### src/rtl/imem_loader.sv
// imem_loader: boot-time instruction-memory loader for the RISC_TOY core.
// Receives a big-endian byte stream of [count N][N words][checksum], writes the
// words to instruction memory at word addresses 0..N-1, then either hands the
// memory port to the core (good checksum) or locks in an error state.
//
// Ports:
//   CLK, RSTN           clock, asynchronous active-low reset
//   RX_VALID/RX_DATA    incoming byte stream; RX_READY accepts a byte
//   IREQ_C/IADDR_C      core instruction fetch request/address (used in RUN only)
//   IM_REQ/IM_WE        instruction-memory request / write enable
//   IM_ADDR/IM_WDATA    instruction-memory word address / write data
//   CORE_RSTN           active-low reset to the core, released after a good load
//   DONE/ERR            image verified / load failed
module imem_loader #(
  parameter int unsigned MAXW = 1024
) (
  input  logic        CLK,
  input  logic        RSTN,
  input  logic        RX_VALID,
  input  logic [7:0]  RX_DATA,
  output logic        RX_READY,
  input  logic        IREQ_C,
  input  logic [29:0] IADDR_C,
  output logic        IM_REQ,
  output logic        IM_WE,
  output logic [29:0] IM_ADDR,
  output logic [31:0] IM_WDATA,
  output logic        CORE_RSTN,
  output logic        DONE,
  output logic        ERR
);

  localparam int unsigned IDXW = $clog2(MAXW + 1);

  typedef enum logic [2:0] {
    S_HDR,
    S_DATA,
    S_CSUM,
    S_RUN,
    S_ERROR
  } state_e;

  state_e            state_q, state_d;
  logic [1:0]        byte_cnt_q, byte_cnt_d;
  logic [23:0]       shift_q, shift_d;
  logic [IDXW-1:0]   n_q, n_d;
  logic [IDXW-1:0]   idx_q, idx_d;
  logic [31:0]       sum_q, sum_d;
  logic              wr_q, wr_d;
  logic [29:0]       wr_addr_q, wr_addr_d;
  logic [31:0]       wr_data_q, wr_data_d;
  logic              rx_ready_q, rx_ready_d;
  logic              done_q, done_d;
  logic              err_q, err_d;
  logic              core_rstn_q, core_rstn_d;

  logic              accept_c;
  logic              word_done_c;
  logic [31:0]       word_c;
  logic [IDXW-1:0]   idx_next_c;

  // Byte assembly, FSM next state, write-pulse generation.
  always_comb begin
    state_d     = state_q;
    byte_cnt_d  = byte_cnt_q;
    shift_d     = shift_q;
    n_d         = n_q;
    idx_d       = idx_q;
    sum_d       = sum_q;
    wr_d        = 1'b0;
    wr_addr_d   = 30'd0;
    wr_data_d   = 32'd0;

    accept_c    = RX_VALID & rx_ready_q;
    word_done_c = accept_c && (byte_cnt_q == 2'd3);
    // The fourth byte completes the word combinationally with the three held bytes.
    word_c      = {shift_q, RX_DATA};
    idx_next_c  = idx_q + IDXW'(1);

    if (accept_c) begin
      byte_cnt_d = byte_cnt_q + 2'd1;
      shift_d    = {shift_q[15:0], RX_DATA};
    end

    if (word_done_c) begin
      case (state_q)
        S_HDR: begin
          if ((word_c == 32'd0) || (word_c > 32'(MAXW))) begin
            state_d = S_ERROR;
          end else begin
            n_d     = IDXW'(word_c);
            idx_d   = '0;
            sum_d   = 32'd0;
            state_d = S_DATA;
          end
        end
        S_DATA: begin
          sum_d     = sum_q + word_c;
          wr_d      = 1'b1;
          wr_addr_d = 30'(idx_q);
          wr_data_d = word_c;
          idx_d     = idx_next_c;
          if (idx_next_c == n_q) begin
            state_d = S_CSUM;
          end
        end
        S_CSUM: begin
          state_d = (word_c == sum_q) ? S_RUN : S_ERROR;
        end
        default: begin
          state_d = state_q;
        end
      endcase
    end

    // Status outputs are registered from the next state so they change on the deciding edge.
    rx_ready_d  = (state_d == S_HDR) || (state_d == S_DATA) || (state_d == S_CSUM);
    done_d      = (state_d == S_RUN);
    core_rstn_d = (state_d == S_RUN);
    err_d       = (state_d == S_ERROR);
  end

  // State and output registers.
  always_ff @(posedge CLK or negedge RSTN) begin
    if (!RSTN) begin
      state_q     <= S_HDR;
      byte_cnt_q  <= 2'd0;
      shift_q     <= 24'd0;
      n_q         <= '0;
      idx_q       <= '0;
      sum_q       <= 32'd0;
      wr_q        <= 1'b0;
      wr_addr_q   <= 30'd0;
      wr_data_q   <= 32'd0;
      rx_ready_q  <= 1'b1;
      done_q      <= 1'b0;
      err_q       <= 1'b0;
      core_rstn_q <= 1'b0;
    end else begin
      state_q     <= state_d;
      byte_cnt_q  <= byte_cnt_d;
      shift_q     <= shift_d;
      n_q         <= n_d;
      idx_q       <= idx_d;
      sum_q       <= sum_d;
      wr_q        <= wr_d;
      wr_addr_q   <= wr_addr_d;
      wr_data_q   <= wr_data_d;
      rx_ready_q  <= rx_ready_d;
      done_q      <= done_d;
      err_q       <= err_d;
      core_rstn_q <= core_rstn_d;
    end
  end

  // In RUN the core owns the memory port directly; otherwise only the write pulse drives it.
  always_comb begin
    if (state_q == S_RUN) begin
      IM_REQ   = IREQ_C;
      IM_WE    = 1'b0;
      IM_ADDR  = IADDR_C;
      IM_WDATA = 32'd0;
    end else begin
      IM_REQ   = wr_q;
      IM_WE    = wr_q;
      IM_ADDR  = wr_addr_q;
      IM_WDATA = wr_data_q;
    end
  end

  assign RX_READY  = rx_ready_q;
  assign DONE      = done_q;
  assign ERR       = err_q;
  assign CORE_RSTN = core_rstn_q;

endmodule

### config.mk
export PLATFORM = sky130hd
export DESIGN_NAME = imem_loader
export DESIGN_NICKNAME = d
export VERILOG_FILES = /design/src/rtl/imem_loader.sv
export SDC_FILE = /design/constraint.sdc
export NUM_CORES = 1
export LEC_CHECK = 0
export BUFFER_PORTS_ARGS = -buffer_cell sky130_fd_sc_hd__clkbuf_2
export CAP_MARGIN = 0
export CORE_AREA = 2 2 131 133
export DETAILED_ROUTE_END_ITERATION = 6
export DIE_AREA = 0 0 133 135
export MAX_ROUTING_LAYER = met4
export PLACE_DENSITY = 0.7
export SLEW_MARGIN = 20
export SYNTH_ARGS = -nofsm -noshare
export SYNTH_HDL_FRONTEND = slang
export SYNTH_SLANG_ARGS = --single-unit
### constraint.sdc
create_clock -name CLK -period 3.82 [get_ports CLK]
set_clock_uncertainty 0.1 [all_clocks]
set_input_delay 0.191 -clock CLK [delete_from_list [all_inputs] [get_ports CLK]]
set_output_delay 0.191 -clock CLK [all_outputs]
set_load 0.005 [all_outputs]
# Word-level counts from Yosys, hierarchy flattened
# Index checks and enable logic that the tools add are counted.
# W data, S select, Z words.
[word_totals]
romBits = 0
ramBits = 0
latch_bits = 0
mem_count = 0
register_bits = 149
output_inout_bits = 68
word_cells = 58
[classes]
n_shift = 0
muxes = 19
eq_ne = 11
mul = 0
n_reduce_logical = 10
order_cmp = 1
add_sub_neg = 3
div_mod_pow = 0
bitwise = 2
[op_table]
columns = ["operator", "n"]
rows = [
  ["$mux W32", 4],
  ["$pmux W32 S2", 1],
  ["$mux W11", 3],
  ["$add A32 B32 Y32", 1],
  ["$eq A32 B32 Y1", 1],
  ["$gt A32 B11 Y1 const B", 1],
  ["$logic_not A32 Y1", 1],
  ["$mux W30", 1],
  ["$pmux W11 S2", 1],
  ["$eq A3 B2 Y1 const B", 4],
  ["$mux W3", 4],
  ["$add A11 B1 Y11 const B", 1],
  ["$eq A11 B11 Y1", 1],
  ["$pmux W3 S3", 1],
  ["$eq A3 B1 Y1 const B", 2],
  ["$logic_not A3 Y1", 2],
  ["$reduce_and A3 Y1", 2],
  ["$mux W1", 4],
  ["$eq A3 B3 Y1 const B", 1],
  ["$logic_or A1 B1 Y1", 3],
  ["$add A2 B1 Y2 const B", 1],
  ["$eq A2 B2 Y1 const B", 1],
  ["$ne A2 B2 Y1 const B", 1],
  ["$reduce_bool A2 Y1", 1],
  ["3 further kinds", 3],
]

# Depth between registers and ports, before layout
# Gate-level depths: netlist of the first run.
[logic_depth]
depth_word = 8
depth_mapped = 11
depth_no_buf = 11

# Worst setup path after synthesis of the first run
# No wires, ideal clock.
[synth_timing]
path_kind = "reg2reg"
startpoint = "reg sum_q[0]"
endpoint = "reg sum_q[18]"
arrival_time_ns = 2.582
path_stages_with_launch = 12
setup_slack_ns = 1.005
setup_time_ns = 0.133
t_required_ns = 3.587
path_cell_list = "dfrtp_1 -> ha_1 -> fa_1 -> a211oi_1 -> o21ai_1 -> a31o_2 -> a21o_1 -> a221oi_1 -> nand2b_1 -> a21oi_1 -> xor2_1 -> o21ai_0"
[synth_via]
elab_chain_len = 2
[synth_rtl]
columns = ["item", "line", "rtl"]
rows = [
  ["start, declared", "48", "logic [31:0] sum_q, sum_d;"],
  ["start signal, assigned", "145", "sum_q <= sum_d;"],
  ["$add A32 B32 Y32", "98", "sum_d = sum_q + word_c;"],
  ["$pmux W32 S2", "86", "case (state_q)"],
]
# No other way between the ends.
# A chain may end at the register's enable or synchronous reset.

# Worst setup path in the final report of the first run
[layout_timing]
startpoint = "in RX_DATA[0]"
endpoint = "reg sum_q[18]"
[layout_via]
elab_chain_len = 4
word_cells_on_any_way = 7
cone_classes = "add/sub: 1; order compare: 1; eq/ne: 1; mux: 1; reduce/logical: 3"
[layout_rtl]
columns = ["item", "line", "rtl"]
rows = [
  ["start, declared", "20", "input logic [7:0] RX_DATA,"],
  ["$gt A32 B11 Y1 or $logic_not A32 Y1 (tied branches)", "88", "if ((word_c == 32'd0) || (word_c > 32'(MAXW))) begin"],
  ["$logic_or A1 B1 Y1", "88", ""],
  ["$ne A2 B2 Y1 (no line)", "n/a", ""],
  ["$reduce_and A3 Y1 (no line)", "n/a", ""],
]
# Several ways; a longest one is shown, not always the timed one.

==> PnR_summary.wiki, run 1 <==
{| class="wikitable"
! Metric !! Value
|-
| Final clock period utilization by the worst path || 83.5%
|-
| Die Span Y || 135 um
|-
| Maximum level of the CTS H-tree || 4
|-
| RSZ-0062 raised after global routing || false
|-
| Avg Inst Size Synth || 9.66 um^2
|-
| Clock Root Buffer || clkbuf_16
|-
| Ant. Diodes || 0
|-
| Number of I/O pins || 110
|-
| CP arrival || 3400 ps
|-
| Worst R2R Setup Slack || around 700 ps
|-
| Min-delay src || RX_DATA[1]
|-
| Min Hold Slack || 17.6 ps
|-
| Number of enable-type register cells in the synthesized netlist || 0
|-
| Path type of the worst min-delay path || primary input to flip-flop
|-
| Worst skew pair latency || roughly 430 ps
|-
| DRC violation count after routing || 0
|-
| Share of the core filled with cells in the final layout || between 50 and 60%
|-
| Aggregate negative setup slack || 0 ps
|-
| Worst IR Drop VDD || 0.000308 V
|-
| Share of flip-flops with an asynchronous set or reset || 100%
|-
| Nets || 924
|-
| Crit path time final || 3190 ps
|-
| Via density per instance || 5.50
|-
| Worst Setup Start Kind || primary input
|-
| Number of buffer cells added on primary ports || 109
|-
| Crit Path Max Fanout || 5
|-
| Total Routed Length || 17.7 mm
|-
| Area growth from synthesis to final layout || 19.1%
|-
| Register clock-pin slew on the reported worst setup and hold paths || 60 ps
|-
| Initial antenna violation count || 0
|-
| Synth Flop Type || dfrtp_1
|-
| Type of the worst setup path || primary input to flip-flop
|-
| Total power after layout || 3.18 mW
|-
| Overflow after GRT || 0
|-
| Met1 track demand over resource in global routing || 27.8%
|-
| 1st-pass router iterations || 5
|-
| Worst-margin pin slew || 781 ps
|-
| Num rows || 47
|-
| Met3 usage || 4.17%
|-
| Endpoint of the worst-slack reg-to-reg timing path || sum_q[29]
|-
| Layout fillers || 1476
|-
| Max-slew headroom || 47.9%
|-
| Area inside the core boundary || between 15000 and 20000 um^2
|-
| Initial Utilization || 44.3%
|-
| Endpoint type of the worst setup path || flip-flop
|-
| Number of cell instances on the worst register-to-register path || 10
|-
| Terminating pin of the worst hold path || shift_q[1]
|-
| Result of the run || finished clean
|-
| Number of hold violations in the final report || 0
|-
| Sink Count || 130
|-
| Count of endpoints failing setup in the final report || 0
|-
| Flip-flop and latch count after synthesis || 130
|-
| Worst path required time || 4020 ps
|-
| Vias in the first global route || 5529
|-
| Proportion of layout cells with a drive suffix above 1 || 23.5%
|-
| Number of max-slew violations in the final report || 0
|-
| Global-route wire length before repair || 28.7 mm
|-
| Worst flop-to-flop path startpoint || sum_q[1]
|-
| Total number of vias || between 5000 and 6000
|-
| WL per Instance || 16.4 um
|-
| Top Usage Layer GRT || met2
|-
| Global Route met2 Usage || 31.7%
|-
| Syn nets || 829
|-
| CTS tree || done
|-
| Global-route total usage across every layer || 20.9%
|-
| Number of design-rule violations left by the first detailed-router iteration || a little under 500
|-
| Instance count of the mapped netlist || 753
|-
| CTS Buf Count || 17
|-
| Launching element of the worst setup path || RX_DATA[0]
|-
| Number of placed cells counting well taps || 1046
|-
| Pin count of the biggest net entering global routing || between 70 and 80
|-
| Leakage || 4.54 nW
|-
| Yosys warning count || 0
|-
| Total power density per cell area || roughly 370 nW/um^2
|-
| Cell depth of the worst min-delay path || 2
|-
| Share of synthesized area occupied by flip-flops and latches || 44.7%
|-
| Maximum buffer depth of the clock tree || 2
|-
| Post-synth design cell area || 7270 um^2
|-
| Post-CTS resize count || 0
|-
| Yosys cell types || 62
|-
| Final GP Congestion || 0.892
|-
| Highest clock frequency the design can meet || 313 MHz
|-
| DP HPWL || 12.5 mm
|-
| Overall die area || 18000 um^2
|-
| Residual antenna-violating net count after detailed routing || 0
|-
| Max Cap Viol || 0
|-
| Horizontal die dimension || around 130 um
|-
| Finished Layout Cells || 1081
|}
## what timing repair did
item / in CTS / in global routing
buffers inserted: 0 / 0
hold buffers: 3 / 0
endpoints found under the hold margin: 66 / 0
## worst max-delay path, stage by stage
cell and delay (ps):
dlygate4sd3_1 530, clkbuf_2 140, ha_1 250, fa_1 430, a211oi_1 270, o21ai_1 150
a31o_2 250, a21o_1 220, a221oi_1 440, nand2b_1 100, a21oi_1 190, xor2_1 160
o21ai_0 90
## flip-flops by register name, summed over array words and instances, names as in the netlist
name / flops
n_q: 11
wr_addr_q: 11
wr_data_q: 32
idx_q: 11
RX_READY: 1
ERR: 1
byte_cnt_q: 2
state_q: 3
CORE_RSTN: 1
shift_q: 24
sum_q: 32
wr_q: 1
## worst max path at each step
| stage | end | slack (ps) | depth (start not counted) |
|---|---|---|---|
| after floorplan | sum_q[18] | 1010 | 11 |
| after global placement | sum_q[18] | 800 | 11 |
| after detailed placement | sum_q[18] | 740 | 11 |
| after CTS | sum_q[18] | 640 | 13 |
| after global routing | sum_q[18] | 410 | 13 |
| final | sum_q[18] | 630 | 13 |
## logic make-up after synthesis
| kind of cell | after synthesis | share of synthesized area (%) |
|---|---|---|
| compound gates | 155 | 13.7 |
| simple gates | 292 | 21.0 |
| buf+inv | 58 | 3.18 |
| flops | 130 | 44.7 |
| xor+xnor | 47 | 5.66 |
| fa+ha+maj | 34 | 5.95 |
| mux | 37 | 5.73 |
## power by group
group / internal (mW) / switching (mW)
clock network: 1.10 / 0.632
logic: 0.0259 / 0.0501
registers: 1.38 / 0
total: 2.50 / 0.682
## stage by stage
| step | worst slack, ps | instance area (um^2) |
|---|---|---|
| 6_report | 629 | 8660 |
| 3_3_place_gp | 797 | 8000 |
| 2_1_floorplan | 1010 | 7270 |
| 3_5_place_dp | 744 | 8000 |
| 4_1_cts | 638 | 8660 |
| 5_1_grt | 410 | 8660 |
## synthesized netlist by cell type, types with 7 or more instances
library cell	instances	share of area [%]
dfrtp_1	129	44
nand2_1	88	4.5
and2_1	53	4.6
o21ai_0	53	3.6
and3_1	49	4.2
mux2_2	37	5.7
clkbuf_1	35	1.8
a21oi_1	34	2.3
ha_1	33	5.7
nor2_1	27	1.4
xnor2_1	26	3.1
xor2_1	21	2.5
nand3_1	19	1.3
a21o_1	15	1.5
nor4_1	15	1.3
inv_1	14	0.72
nor3_1	14	0.96
nand4_1	9	0.77
a31oi_1	7	0.60
buf_2	7	0.48
## layer usage
| layer | wire length (um) | up-vias | share of wire (%) |
|---|---|---|---|
| met5 | 0 | - | 0 |
| met4 | 393 | 0 | 2.2 |
| met3 | 1040 | 32 | 5.9 |
| met2 | 8040 | 195 | 45 |
| met1 | 8240 | 2859 | 47 |
| li1 | - | 2861 | - |
## cells in the final DEF, fill, tap and decap left out, types with 14 or more instances in the layout
cell         n
ha_1        33
dfrtp_1    129
clkbuf_2   108
nand2_1     87
mux2_2      37
xnor2_1     26
clkbuf_16   17
and3_1      49
a21o_1      15
nor2_1      27
nand3_1     19
and2_1      53
o21ai_0     53
xor2_1      21
a21oi_1     34
inv_1       14
nor4_1      15
## layout make-up
cell class | instances | area [um^2] | share of cell area (%)
Sequential cell | 130 | 3250 | 37.6
Multi-Input combinational cell | 565 | 3800 | 43.9
Clock buffer | 17 | 425 | 4.91
Inverter | 14 | 52.6 | 0.606
Timing Repair Buffer | 120 | 651 | 7.51
Tap cell | 220 | 275 | 3.18
Clock inverter | 15 | 205 | 2.37
No activity file was read; power rests on OpenSTA's default activity.
==> run 2, diff against run 1 <==
clock period = 3.1 ns   (was 3.82 ns; I/O delays follow)
==> PnR_summary.wiki, run 2 (synthesis gave the netlist of run 1 again) <==
{| class="wikitable"
! Metric !! Value
|-
| Number of design-rule violations left by the first detailed-router iteration || 500
|-
| Launching element of the worst setup path || shift_q[7]
|-
| Commonest cells after routing, fill and taps aside || dfrtp_1, clkbuf_2, nand2_1, and2_1, o21ai_0
|-
| Share of the core filled with cells in the final layout || 53.7%
|-
| 1st-pass router iterations || 5
|-
| Result of the run || finished clean
|-
| Total Routed Length || 18.3 mm
|-
| Area inside the core boundary || 16400 um^2
|-
| Overall die area || 18000 um^2
|-
| Endpoint of the worst-slack reg-to-reg timing path || sum_q[29]
|-
| RSZ-0062 raised after global routing || false
|-
| Path type of the worst min-delay path || primary input to flip-flop
|-
| Max-slew headroom || 52.9%
|-
| Sink Count || 130
|-
| Maximum buffer depth of the clock tree || 2
|-
| Aggregate negative setup slack || 0 ps
|-
| Cell depth of the worst min-delay path || 2
|-
| Number of cell instances on the worst register-to-register path || 10
|-
| Total power density per cell area || 421 nW/um^2
|-
| Initial Utilization || between 40 and 50%
|-
| Num rows || 47
|-
| Overflow after GRT || 0
|-
| Horizontal die dimension || roughly 130 um
|-
| Commonest non-fill, non-tap cell in the layout || dfrtp_1
|-
| Global-route wire length before repair || around 30 mm
|-
| Register clock-pin slew on the reported worst setup and hold paths || 60 ps
|-
| DRC violation count after routing || 0
|-
| Min-delay src || RX_DATA[1]
|-
| Endpoint type of the worst setup path || flip-flop
|-
| Leakage || 4.64 nW
|-
| Layout fillers || 1456
|-
| Via density per instance || 5.47
|-
| Number of max-slew violations in the final report || 0
|-
| Terminating pin of the worst hold path || wr_data_q[1]
|-
| Pin count of the biggest net entering global routing || 55
|-
| Count of endpoints failing setup in the final report || 0
|-
| Nets || 948
|-
| Vias in the first global route || 5601
|-
| Number of hold violations in the final report || 0
|-
| Die Span Y || approximately 140 um
|-
| Final GP Congestion || roughly 0.9
|-
| Clock Root Buffer || clkbuf_16
|-
| Residual antenna-violating net count after detailed routing || 0
|-
| Pre-CTS setup slack || 82.4 ps
|-
| Final setup slack of the worst path || 184 ps
|-
| DP HPWL || 12.9 mm
|-
| Initial antenna violation count || 0
|-
| Max Cap Viol || 0
|-
| Crit path time final || approximately 2900 ps
|-
| Number of I/O pins || 110
|-
| Ant. Diodes || 0
|-
| CTS Buf Count || 17
|-
| Number of buffer cells added on primary ports || 109
|-
| Proportion of layout cells with a drive suffix above 1 || 25.8%
|-
| Maximum level of the CTS H-tree || 4
|-
| Worst IR Drop VDD || 0.000388 V
|-
| Worst path required time || 3310 ps
|-
| Type of the worst setup path || flip-flop to flip-flop
|-
| Total number of vias || 6046
|-
| CTS tree || done
|-
| Area growth from synthesis to final layout || 21.1%
|-
| Worst skew pair latency || about 420 ps
|-
| Worst R2R Setup Slack || 180 ps
|-
| Worst-margin pin slew || roughly 700 ps
|-
| WL per Instance || 16.6 um
|-
| Worst Setup Start Kind || flip-flop
|-
| Worst flop-to-flop path startpoint || shift_q[7]
|-
| Final clock period utilization by the worst path || 94.1%
|-
| Global-route total usage across every layer || between 20% and 30%
|-
| CP arrival || ~3100 ps
|-
| Crit Path Max Fanout || 5
|-
| Largest registers in the final layout || sum_q: 32 flops, wr_data_q: 32 flops, shift_q: 24 flops
|-
| Number of buffers inserted by post-CTS setup repair || 0
|-
| Highest clock frequency the design can meet || 343 MHz
|}
[run 2: cell type report]
class	count	area (um^2)	area share, %
multi-input combinational	565	3830	43.4
sequential	130	3250	37.0
clock inverter	14	133	1.51
timing repair buffer	144	836	9.49
inverter	14	52.6	0.597
tap	220	275	3.13
clock buffer	18	429	4.87
[run 2: per-stage QoR]
stage | hold WS [ps] | cell area (um^2) | instances | power [mW]
final | 37.0 | 8810 | 1105 | 3.71
after global placement | 151 | 8170 | 1068 | 1.82
after CTS | 25.4 | 8780 | 1105 | 3.74
after floorplan | -241 | 7270 | 753 | 1.74
after global routing | 37.4 | 8810 | 1105 | 3.82
after detailed placement | 151 | 8170 | 1068 | 1.82
[run 2: report_power, final]
part | switching [mW] | internal (mW) | leakage, nW
Sequential | 0 | 1.70 | 1.80
Clock | 0.800 | 1.11 | 0.268
Combinational | 0.0650 | 0.0348 | 2.58
[run 2: worst max path at each step]
stage                endpoint  cells past startpoint
floorplan           sum_q[18]                     11
global placement    sum_q[20]                     12
detailed placement  sum_q[20]                     12
CTS                 sum_q[20]                     14
global route        sum_q[20]                     14
finish              sum_q[29]                     10
[run 2: routing by layer]
layer	global-route usage, %	part of all wire, %
met5	-	0
met4	8.78	2.5
met3	4.17	5.4
met2	33.1	45
met1	28.0	47
[run 2: repair_timing]
| action | CTS | global route |
|---|---|---|
| hold buffers | 5 | 0 |
| gates resized for setup | 0 | 8 |
| setup endpoints to repair | 0 | 8 |
| endpoints found under the hold margin | 62 | 0 |
[run 2: worst max-delay path, stage by stage (launching register included)]
cell and delay (ps):
dfrtp_1 440, ha_1 400, nand2_1 160, o21ai_0 130
a221o_1 360, a21oi_1 250, nand4b_1 220, a41oi_2 290
o21ai_0 130, xor2_1 160, a22o_1 180
